File: config.mk
export PLATFORM = sky130hd
export DESIGN_NAME = alien_formation_ctrl
export DESIGN_NICKNAME = d
export VERILOG_FILES = /design/src/rtl/formation_pkg.sv /design/src/rtl/formation_extent.sv /design/src/rtl/alien_formation_ctrl.sv
export SDC_FILE = /design/constraint.sdc
export NUM_CORES = 1
export LEC_CHECK = 0
export ABC_AREA = 1
export CAP_MARGIN = 40
export CELL_PAD_IN_SITES_DETAIL_PLACEMENT = 1
export CELL_PAD_IN_SITES_GLOBAL_PLACEMENT = 2
export CORE_MARGIN = 3
export CORE_UTILIZATION = 33
export CTS_CLUSTER_SIZE = 14
export DETAILED_ROUTE_END_ITERATION = 8
export PLACE_DENSITY_LB_ADDON = 0.1
export SYNTH_ARGS = -nofsm -noshare
export SYNTH_HDL_FRONTEND = slang
export SYNTH_HIERARCHICAL = 1
export SYNTH_SLANG_ARGS = --single-unit
File: constraint.sdc
create_clock -name clk -period 4.9 [get_ports clk]
set_input_delay 0.98 -clock clk [delete_from_list [all_inputs] [get_ports clk]]
set_output_delay 0.98 -clock clk [all_outputs]
set_load 0.02 [all_outputs]
File: src/rtl/formation_pkg.sv
// formation_pkg: shared direction/state types, extent widths and the speed-up period helper
// used when FORMATION_SPEEDUP_EN is defined.
package formation_pkg;
    typedef enum logic {DIR_LEFT, DIR_RIGHT} dir_t;
    typedef enum logic [2:0] {S_IDLE, S_WAIT, S_CHECK, S_MOVE, S_DOWN, S_HALT} state_t;
    localparam int FCNT_W = 8;
    localparam int MASK_MAX = 256;
    function automatic int ext_w(input int n);
        return (n > 1) ? $clog2(n) : 1;
    endfunction
    // Fewer survivors give a shorter frame period.
    function automatic logic [FCNT_W-1:0] speedup_period(input logic [MASK_MAX-1:0] m);
        int c;
        c = 0;
        for (int i = 0; i < MASK_MAX; i++) c += int'(m[i]);
        return FCNT_W'(1 + (c >> 2));
    endfunction
endpackage

File: src/rtl/formation_extent.sv
// formation_extent: leftmost/rightmost live column and bottom live row of the alive mask.
module formation_extent import formation_pkg::*; #(
    parameter int ROWS = 5,
    parameter int COLS = 11
) (
    input  logic [ROWS*COLS-1:0]    alive_i,
    output logic [ext_w(COLS)-1:0]  lmin_o,
    output logic [ext_w(COLS)-1:0]  rmax_o,
    output logic [ext_w(ROWS)-1:0]  bmax_o,
    output logic                    any_o
);
    localparam int CW = ext_w(COLS);
    localparam int RW = ext_w(ROWS);
    logic [COLS-1:0] col_or;
    logic [ROWS-1:0] row_or;
    always_comb begin
        col_or = '0;
        row_or = '0;
        for (int r = 0; r < ROWS; r++)
            for (int c = 0; c < COLS; c++) begin
                col_or[c] = col_or[c] | alive_i[r*COLS+c];
                row_or[r] = row_or[r] | alive_i[r*COLS+c];
            end
        lmin_o = '0;
        rmax_o = '0;
        bmax_o = '0;
        for (int c = COLS - 1; c >= 0; c--) if (col_or[c]) lmin_o = CW'(c);
        for (int c = 0; c < COLS; c++) if (col_or[c]) rmax_o = CW'(c);
        for (int r = 0; r < ROWS; r++) if (row_or[r]) bmax_o = RW'(r);
    end
    assign any_o = |alive_i;
endmodule

File: src/rtl/alien_formation_ctrl.sv
// alien_formation_ctrl: frame-paced march/descend/reverse of the invader grid plus alive mask.
// Define FORMATION_SPEEDUP_EN to shorten the step period as aliens die.
module alien_formation_ctrl import formation_pkg::*; #(
    parameter int CORDW       = 16,
    parameter int ROWS        = 5,
    parameter int COLS        = 11,
    parameter int CELL_W      = 16,
    parameter int CELL_H      = 16,
    parameter int SPR_W       = 12,
    parameter int SPR_H       = 8,
    parameter int STEP_X      = 2,
    parameter int STEP_Y      = 8,
    parameter int STEP_FRAMES = 16,
    parameter int X_MIN       = 0,
    parameter int X_MAX       = 639,
    parameter int LAND_Y      = 440,
    parameter int START_X     = 48,
    parameter int START_Y     = 64
) (
    input  logic                    clk,
    input  logic                    rst,
    input  logic                    start,
    input  logic                    frame,
    input  logic                    kill_valid,
    input  logic [ext_w(ROWS)-1:0]  kill_row,
    input  logic [ext_w(COLS)-1:0]  kill_col,
    output logic                    kill_hit,
    output logic signed [CORDW-1:0] form_x,
    output logic signed [CORDW-1:0] form_y,
    output logic [ROWS*COLS-1:0]    alive,
    output logic                    anim_sel,
    output logic                    step_pulse,
    output logic                    landed,
    output logic                    cleared
);
    localparam int N  = ROWS * COLS;
    localparam int RW = ext_w(ROWS);
    localparam int CW = ext_w(COLS);
    localparam int IW = ext_w(N);
    localparam int EW = CORDW + 2;

    state_t state_q, state_d;
    dir_t dir_q, dir_d;
    logic signed [CORDW-1:0] form_x_q, form_x_d, form_y_q, form_y_d;
    logic [N-1:0] alive_q, alive_d;
    logic [FCNT_W-1:0] cnt_q, cnt_d, period;
    logic anim_q, anim_d, kill_hit_q, kill_hit_d, step_q, step_d;
    logic landed_q, landed_d, cleared_q, cleared_d;
    logic [CW-1:0] lmin, rmax;
    logic [RW-1:0] bmax;
    logic any_alive, active, at_edge, on_ground;
    logic [IW-1:0] kidx;
    logic signed [EW-1:0] r_edge, l_edge, bot;

    formation_extent #(.ROWS(ROWS), .COLS(COLS)) u_extent (
        .alive_i (alive_q),
        .lmin_o  (lmin),
        .rmax_o  (rmax),
        .bmax_o  (bmax),
        .any_o   (any_alive)
    );

`ifdef FORMATION_SPEEDUP_EN
    logic [FCNT_W-1:0] period_q, period_d;
    assign period = period_q;
    always_ff @(posedge clk)
        if (rst) period_q <= speedup_period(MASK_MAX'({N{1'b1}}));
        else period_q <= period_d;
`else
    assign period = FCNT_W'(STEP_FRAMES);
`endif

    always_ff @(posedge clk) begin
        if (rst) begin
            state_q    <= S_IDLE;
            form_x_q   <= CORDW'(START_X);
            form_y_q   <= CORDW'(START_Y);
            alive_q    <= '1;
            dir_q      <= DIR_RIGHT;
            anim_q     <= 1'b0;
            cnt_q      <= '0;
            kill_hit_q <= 1'b0;
            step_q     <= 1'b0;
            landed_q   <= 1'b0;
            cleared_q  <= 1'b0;
        end else begin
            state_q    <= state_d;
            form_x_q   <= form_x_d;
            form_y_q   <= form_y_d;
            alive_q    <= alive_d;
            dir_q      <= dir_d;
            anim_q     <= anim_d;
            cnt_q      <= cnt_d;
            kill_hit_q <= kill_hit_d;
            step_q     <= step_d;
            landed_q   <= landed_d;
            cleared_q  <= cleared_d;
        end
    end

    always_comb begin
        state_d    = state_q;
        form_x_d   = form_x_q;
        form_y_d   = form_y_q;
        alive_d    = alive_q;
        dir_d      = dir_q;
        anim_d     = anim_q;
        cnt_d      = cnt_q;
        kill_hit_d = 1'b0;
        step_d     = 1'b0;
        landed_d   = landed_q;
        cleared_d  = cleared_q;
`ifdef FORMATION_SPEEDUP_EN
        period_d   = period_q;
`endif
        active = state_q inside {S_WAIT, S_CHECK, S_MOVE, S_DOWN};
        kidx = IW'(kill_row) * IW'(COLS) + IW'(kill_col);
        if (active && kill_valid && int'(kill_row) < ROWS && int'(kill_col) < COLS) begin
            kill_hit_d    = alive_q[kidx];
            alive_d[kidx] = 1'b0;
        end
        // Extents come from the registered mask, so a same-cycle kill cannot move an edge.
        r_edge = EW'(form_x_q) + EW'(rmax) * EW'(CELL_W) + EW'(SPR_W - 1 + STEP_X);
        l_edge = EW'(form_x_q) + EW'(lmin) * EW'(CELL_W) - EW'(STEP_X);
        bot = EW'(form_y_q) + EW'(bmax) * EW'(CELL_H) + EW'(SPR_H);
        at_edge = (dir_q == DIR_RIGHT) ? (r_edge > EW'(X_MAX)) : (l_edge < EW'(X_MIN));
        on_ground = bot >= EW'(LAND_Y);
        if (active && !any_alive) begin
            cleared_d = 1'b1;
            state_d   = S_HALT;
        end else begin
            case (state_q)
                S_WAIT: if (frame) begin
                    if (cnt_q == period - 1'b1) begin
                        cnt_d   = '0;
                        state_d = S_CHECK;
`ifdef FORMATION_SPEEDUP_EN
                        period_d = speedup_period(MASK_MAX'(alive_q));
`endif
                    end else cnt_d = cnt_q + 1'b1;
                end
                S_CHECK: begin
                    anim_d = ~anim_q;
                    step_d = 1'b1;
                    if (at_edge) begin
                        form_y_d = form_y_q + CORDW'(STEP_Y);
                        dir_d    = (dir_q == DIR_RIGHT) ? DIR_LEFT : DIR_RIGHT;
                        state_d  = S_DOWN;
                    end else begin
                        form_x_d = (dir_q == DIR_RIGHT) ? form_x_q + CORDW'(STEP_X) : form_x_q - CORDW'(STEP_X);
                        state_d  = S_MOVE;
                    end
                end
                S_MOVE: state_d = S_WAIT;
                S_DOWN: begin
                    landed_d = landed_q | on_ground;
                    state_d  = on_ground ? S_HALT : S_WAIT;
                end
                default: ;
            endcase
        end
        if (start) begin
            state_d    = S_WAIT;
            form_x_d   = CORDW'(START_X);
            form_y_d   = CORDW'(START_Y);
            alive_d    = '1;
            dir_d      = DIR_RIGHT;
            anim_d     = 1'b0;
            cnt_d      = '0;
            kill_hit_d = 1'b0;
            step_d     = 1'b0;
            landed_d   = 1'b0;
            cleared_d  = 1'b0;
`ifdef FORMATION_SPEEDUP_EN
            period_d   = speedup_period(MASK_MAX'({N{1'b1}}));
`endif
        end
    end

    assign form_x     = form_x_q;
    assign form_y     = form_y_q;
    assign alive      = alive_q;
    assign anim_sel   = anim_q;
    assign kill_hit   = kill_hit_q;
    assign step_pulse = step_q;
    assign landed     = landed_q;
    assign cleared    = cleared_q;
endmodule

==> results of run 1 <==
## synthesized netlist by cell type (10+ instances only)
cell,instances
nor3_1,21
xnor2_1,10
a21oi_1,55
nand3_1,66
a221oi_1,10
nand2_2,16
inv_1,148
nand2_1,250
nand4_1,12
dfxtp_1,100
a21oi_2,13
o21ai_0,81
xor2_1,23
ha_1,59
nor2_1,96
## worst reg2reg max path, delay by kind of cell, from the launching register on
family,cells,cell delay (ps)
flip-flops,1,420
AND/OR/NAND/NOR,11,2030
AO/OA/AOI/OAI,3,500
buffers and inverters,2,90
adder cells (fa/ha/maj),2,560
## path summary, 6_finish.rpt
path | cells after the start | slack [ps] | endpoint
max | 13 | 660 | alive[0]
min | 1 | 460 | cnt_q[7]
max reg2reg | 18 | 1140 | form_y[6]
min reg2reg | 1 | 460 | cnt_q[7]
## flip-flops by register name, summed over array words and instances, names as in the netlist
name	count
alive	55
form_x	15
form_y	13
cnt_q	8
state_q	3
anim_sel	1
cleared	1
dir_q	1
kill_hit	1
landed	1
step_pulse	1
## cell families after synthesis
kind of cell    count (synthesis)  share of synthesized area
simple gates                  494                      0.307
compound gates                196                      0.164
buf+inv                       171                     0.0950
flops                         100                      0.277
fa+ha+maj                      64                      0.116
xor+xnor                       33                     0.0400
other cells                     1                   0.000519
## cell type report
class	count	area, um^2	area share
Multi-Input combinational cell	791	4560	0.518
Sequential cell	100	2000	0.228
Timing Repair Buffer	103	1020	0.116
Inverter	151	567	0.0644
Tap cell	275	344	0.0391
Clock buffer	9	225	0.0256
Clock inverter	7	76.3	0.00868
## layer usage
metal  up-vias  global-route usage
met5         -                   0
met4         0              0.0601
met3        28              0.0203
met2       175               0.341
met1      3512               0.318
li1       3666                   -
## metrics by stage
step,utilization,hold slack (ps)
floorplan,-,422
global placement,0.399,436
detailed placement,0.399,443
CTS,0.413,454
global route,0.413,478
finish,0.413,456
## power by group
part	switching, mW	internal (mW)	total [mW]
Clock	0.375	0.364	0.740
Combinational	0.323	0.152	0.475
Sequential	0.0138	0.821	0.835
## cell usage in the layout (no fill, tap or decap), types with 6 or more instances in the layout
master and instances:
nand2_1 250, inv_1 148, dfxtp_1 100, clkdlybuf4s50_1 99, nor2_1 95, o21ai_0 81
nand3_1 66, ha_1 59, a21oi_1 55, xor2_1 23, nor3_1 21, nand2_2 16
a21oi_2 13, nand4_1 12, a221oi_1 10, xnor2_1 10, clkbuf_16 9, nor4_1 7
a22o_1 6
==> results.toml, run 1 <==
[outcome]
status = "complete, no violations"

[clock_tree]
numCtsBuffers = 9
post-cts-setup-buffers = 0
cts_hold_buf = 0
cts_root_buffer = "clkbuf_16"
clock_sinks = 100
cts_tree = "done"
post_cts_resized = 0
clkSlewWorstSetupHoldPaths_ps = 80
clk_path_buf_depth = 2
h-tree-depth = 3
clock_latency_ps = 360

[worst_setup_path]
crit_path_end_kind = "flip-flop"
critPathSlowestCell = "clkdlybuf4s50_1"
timing.rr.start = "alive[23]"
crit_buf_inv = 3
cp.required_ps = 5120
cp.arrival_ps = 4470
path_cells = "clkdlybuf4s50_1 -> inv_1 -> ha_1 -> fa_1 -> fa_1 -> o21ai_0 -> a21oi_1 -> xor2_1 -> nand2_1 -> nor2_1 -> inv_1 -> o21ai_0 -> nand2_1"
crit_family = "adder cells"
critical_path.max_stage_delay_ps = 530
crit_type = "in2reg"
crit_path_max_fanout = 8
critPathLaunchType = "input pin"
startpoint = "kill_row[1]"

[placement]
dp_slack_ps = 311
numPortBuffers = 99
dp.cells = 1420
place.gp.congestion = 0.888
placed_area_um2 = 8490
dpl.hpwl_mm = 19.9

[route]
wl_met1_mm = 12.5
highest_layer = "met4"
routed-via-count = 7381
routed_wl_mm = 25.5
via_per_inst = 5.14
drc = 0
drt_iter0_markers = 338
wl_met2_mm = 11.4
ant_nets = 0
route.met3.wl_mm = 1.13
routedWlPerCell_um = 17.7
drt-pass1-iter-count = 4

[floorplan]
num_rows = 53
die_w_um = 154
die_area_um2 = 23700
die_h_um = 154
initial_core_util = 0.340
core_area_um2 = 21300
ios = 104

[logic_synthesis]
yosysUniqueCellTypes = 57
ys_seq_area_frac = 0.277
yosysTopAreaCell = "dfxtp_1"
synthTopCellsByArea = "dfxtp_1 (28%), nand2_1 (13%), ha_1 (10%), inv_1 (7.7%), o21ai_0 (5.6%)"
synth_edf_count = 0
synth_warnings = 6
yosys.area.top_type_share = 0.277
async_flop_share = 0
netlist_instances = 1059
syn_avg_cell_area_um2 = 6.83
ys_ff_latch = 100
synth_ff_type = "dfxtp_1"
syn_area_um2 = 7230

[power]
power.leakage_nw = 3.95
finalPower_mw = 2.05
ir_worst_vdd_uv = 150
p_per_area_nw_per_um2 = 233

[global_route]
grt_pass1_wl_mm = 41.6
grt-ovfl-total = 0
grt_max_degree = 73
antenna_found_initial = 0
grt_pass1_vias = 7613
grt_usage = 0.217

[hold_path]
hold_class = "reg2reg"
hp-start = "cnt_q[7]"

[timing]
post-route-period-util = 0.866
slew_headroom = 0.432
fmax_ghz = 0.236
drv_slew = 0
fin_tns_setup_ps = 0
setup_violations = 0
rsz0062_at_grt = "no"
clock_skew_ps = 11.1
min_period_ps = 4240
setup_slack_ps = 655
tightest_slew_ps = 851
hold_viol = 0

[cells_and_area]
finalNonFillerCells = 1436
fin_area_um2 = 8800
finalNetCount = 1232
area_growth_syn_to_layout_pct = 21.6
layout-drive-gt1-share = 0.0706
diodes = 0
fillers = 2738

[run]
max_cap_violations = 0
Note: power is estimated with default switching activity, not from simulation.
==> run 2, diff against run 1 <==
Settings changed: GPL_TIMING_DRIVEN set to 0.
Clock period 4.9 ns to 5.42 ns, I/O delays scaled along.
==> results.toml, run 2 (synthesis results as in run 1) <==
[worst_setup_path]
crit_type = "in2reg"
r2r-end = "form_y[4]"
cp.arrival_ps = 4820
timing.rr.start = "alive[27]"
startpoint = "kill_row[1]"
crit_path_end_kind = "flip-flop"
critPathLaunchType = "input pin"
reg2regPathDepth = 18
path_cells = "clkdlybuf4s50_1 -> inv_1 -> ha_1 -> fa_1 -> fa_1 -> xnor2_1 -> nand3_1 -> a21oi_1 -> a211oi_1 -> a21oi_1"
critical_path.max_stage_delay_ps = 770
r2r_setup_slack_ps = 1800
cp.required_ps = 5710
critPathSlowestCell = "xnor2_1"
crit_path_max_fanout = 9
worstSetupEndpoint = "kill_hit"

[clock_tree]
post_cts_resized = 0
cts_root_buffer = "clkbuf_16"
clock_latency_ps = 370
h-tree-depth = 3
post-cts-setup-buffers = 0
cts_tree = "done"
clock_sinks = 100
clkSlewWorstSetupHoldPaths_ps = 80
numCtsBuffers = 9
cts_hold_buf = 0
clk_path_buf_depth = 2

[cells_and_area]
final_cell_mix = "nand2_1 (250), inv_1 (148), dfxtp_1 (100)"
multi_input_area_um2 = 4550
fillers = 2745
area.sequential_um2 = 2000
layout-drive-gt1-share = 0.0756
layout_commonest_cell = "nand2_1"
finalNetCount = 1249
largest_register_ffs = 55
diodes = 0
area_growth_syn_to_layout_pct = 22.9

[placement]
dpl.hpwl_mm = 20.6
place.gp.congestion = 0.878
numPortBuffers = 99

[global_route]
grt-ovfl-total = 0
grt_pass1_vias = 7481
grt_pass1_wl_mm = 41.7
grt_usage = 0.220
antenna_found_initial = 0
grt_max_degree = 21

[timing]
fin_tns_setup_ps = 0
fmax_ghz = 0.221
post-route-period-util = 0.835
drv_slew = 0
hold_viol = 0
clock_skew_ps = 17.0
setup_violations = 0
rsz0062_at_grt = "no"
holdWs_ps = 454
tightest_slew_ps = 944
min_period_ps = 4520
slew_headroom = 0.366

[route]
routed-via-count = 7455
drc = 0
drt-pass1-iter-count = 5
routed_wl_mm = 26.1
routedWlPerCell_um = 18.0
drt_iter0_markers = 372
via_per_inst = 5.13
ant_nets = 0

[hold_path]
hold_class = "reg2reg"

[outcome]
status = "complete, no violations"

[floorplan]
num_rows = 53
die_w_um = 154
initial_core_util = 0.340
ios = 104
die_area_um2 = 23700
die_h_um = 154
core_area_um2 = 21300

[power]
p_per_area_nw_per_um2 = 210
ir_worst_vdd_uv = 156
power.leakage_nw = 4.00

[run]
max_cap_violations = 0
==> run 2: worst min path at each step <==
stage | cells after the start | slack (ps) | to | from
finish | 1 | 450 | cnt_q[7] | cnt_q[7]
global route | 1 | 480 | cnt_q[7] | cnt_q[7]
CTS | 1 | 460 | cnt_q[7] | cnt_q[7]
detailed placement | 1 | 450 | cnt_q[7] | cnt_q[7]
global placement | 1 | 440 | cnt_q[7] | cnt_q[7]
floorplan | 1 | 420 | cnt_q[7] | cnt_q[7]
==> run 2: metal layers <==
layer | part of all wire | track usage | up-vias
met5 | 0 | 0 | -
met3 | 0.027 | 0.0242 | 22
li1 | - | - | 3693
met2 | 0.45 | 0.352 | 128
met1 | 0.50 | 0.315 | 3612
met4 | 0.017 | 0.0631 | 0
==> run 2: final cells by class <==
type                    count  area share
well taps                 275      0.0387
plain buffers              20      0.0135
clock inverters             7     0.00887
inverters                 151      0.0638
clock buffers               9      0.0253
multi-input cells         791       0.512
flip-flops and latches    100       0.225
repair buffers            100       0.112
==> run 2: power breakdown <==
group	total (mW)	switching (mW)	internal, mW	leakage, nW
combinational	0.435	0.298	0.137	3.05
sequential	0.754	0.0121	0.742	0.809
clock	0.673	0.345	0.327	0.141
==> run 2: metrics by stage <==
step / utilization / power [mW] / cell area [um^2] / setup slack (ps) / instances
floorplan: - / 1.06 / 7240 / 1820 / 1062
detailed placement: 0.403 / 1.20 / 8580 / 485 / 1437
global placement: 0.403 / 1.20 / 8580 / 568 / 1436
finish: 0.418 / 1.86 / 8890 / 896 / 1453
CTS: 0.418 / 1.88 / 8890 / 865 / 1453
global route: 0.418 / 1.96 / 8890 / 756 / 1453
==> run 2: critical path, delay by kind of cell <==
kind                     cells  cell delay, ps
XOR/XNOR                     1             770
adder cells (fa/ha/maj)      3            1320
AND/OR/NAND/NOR              1             480
buffers and inverters        2             610
AO/OA/AOI/OAI                3             550
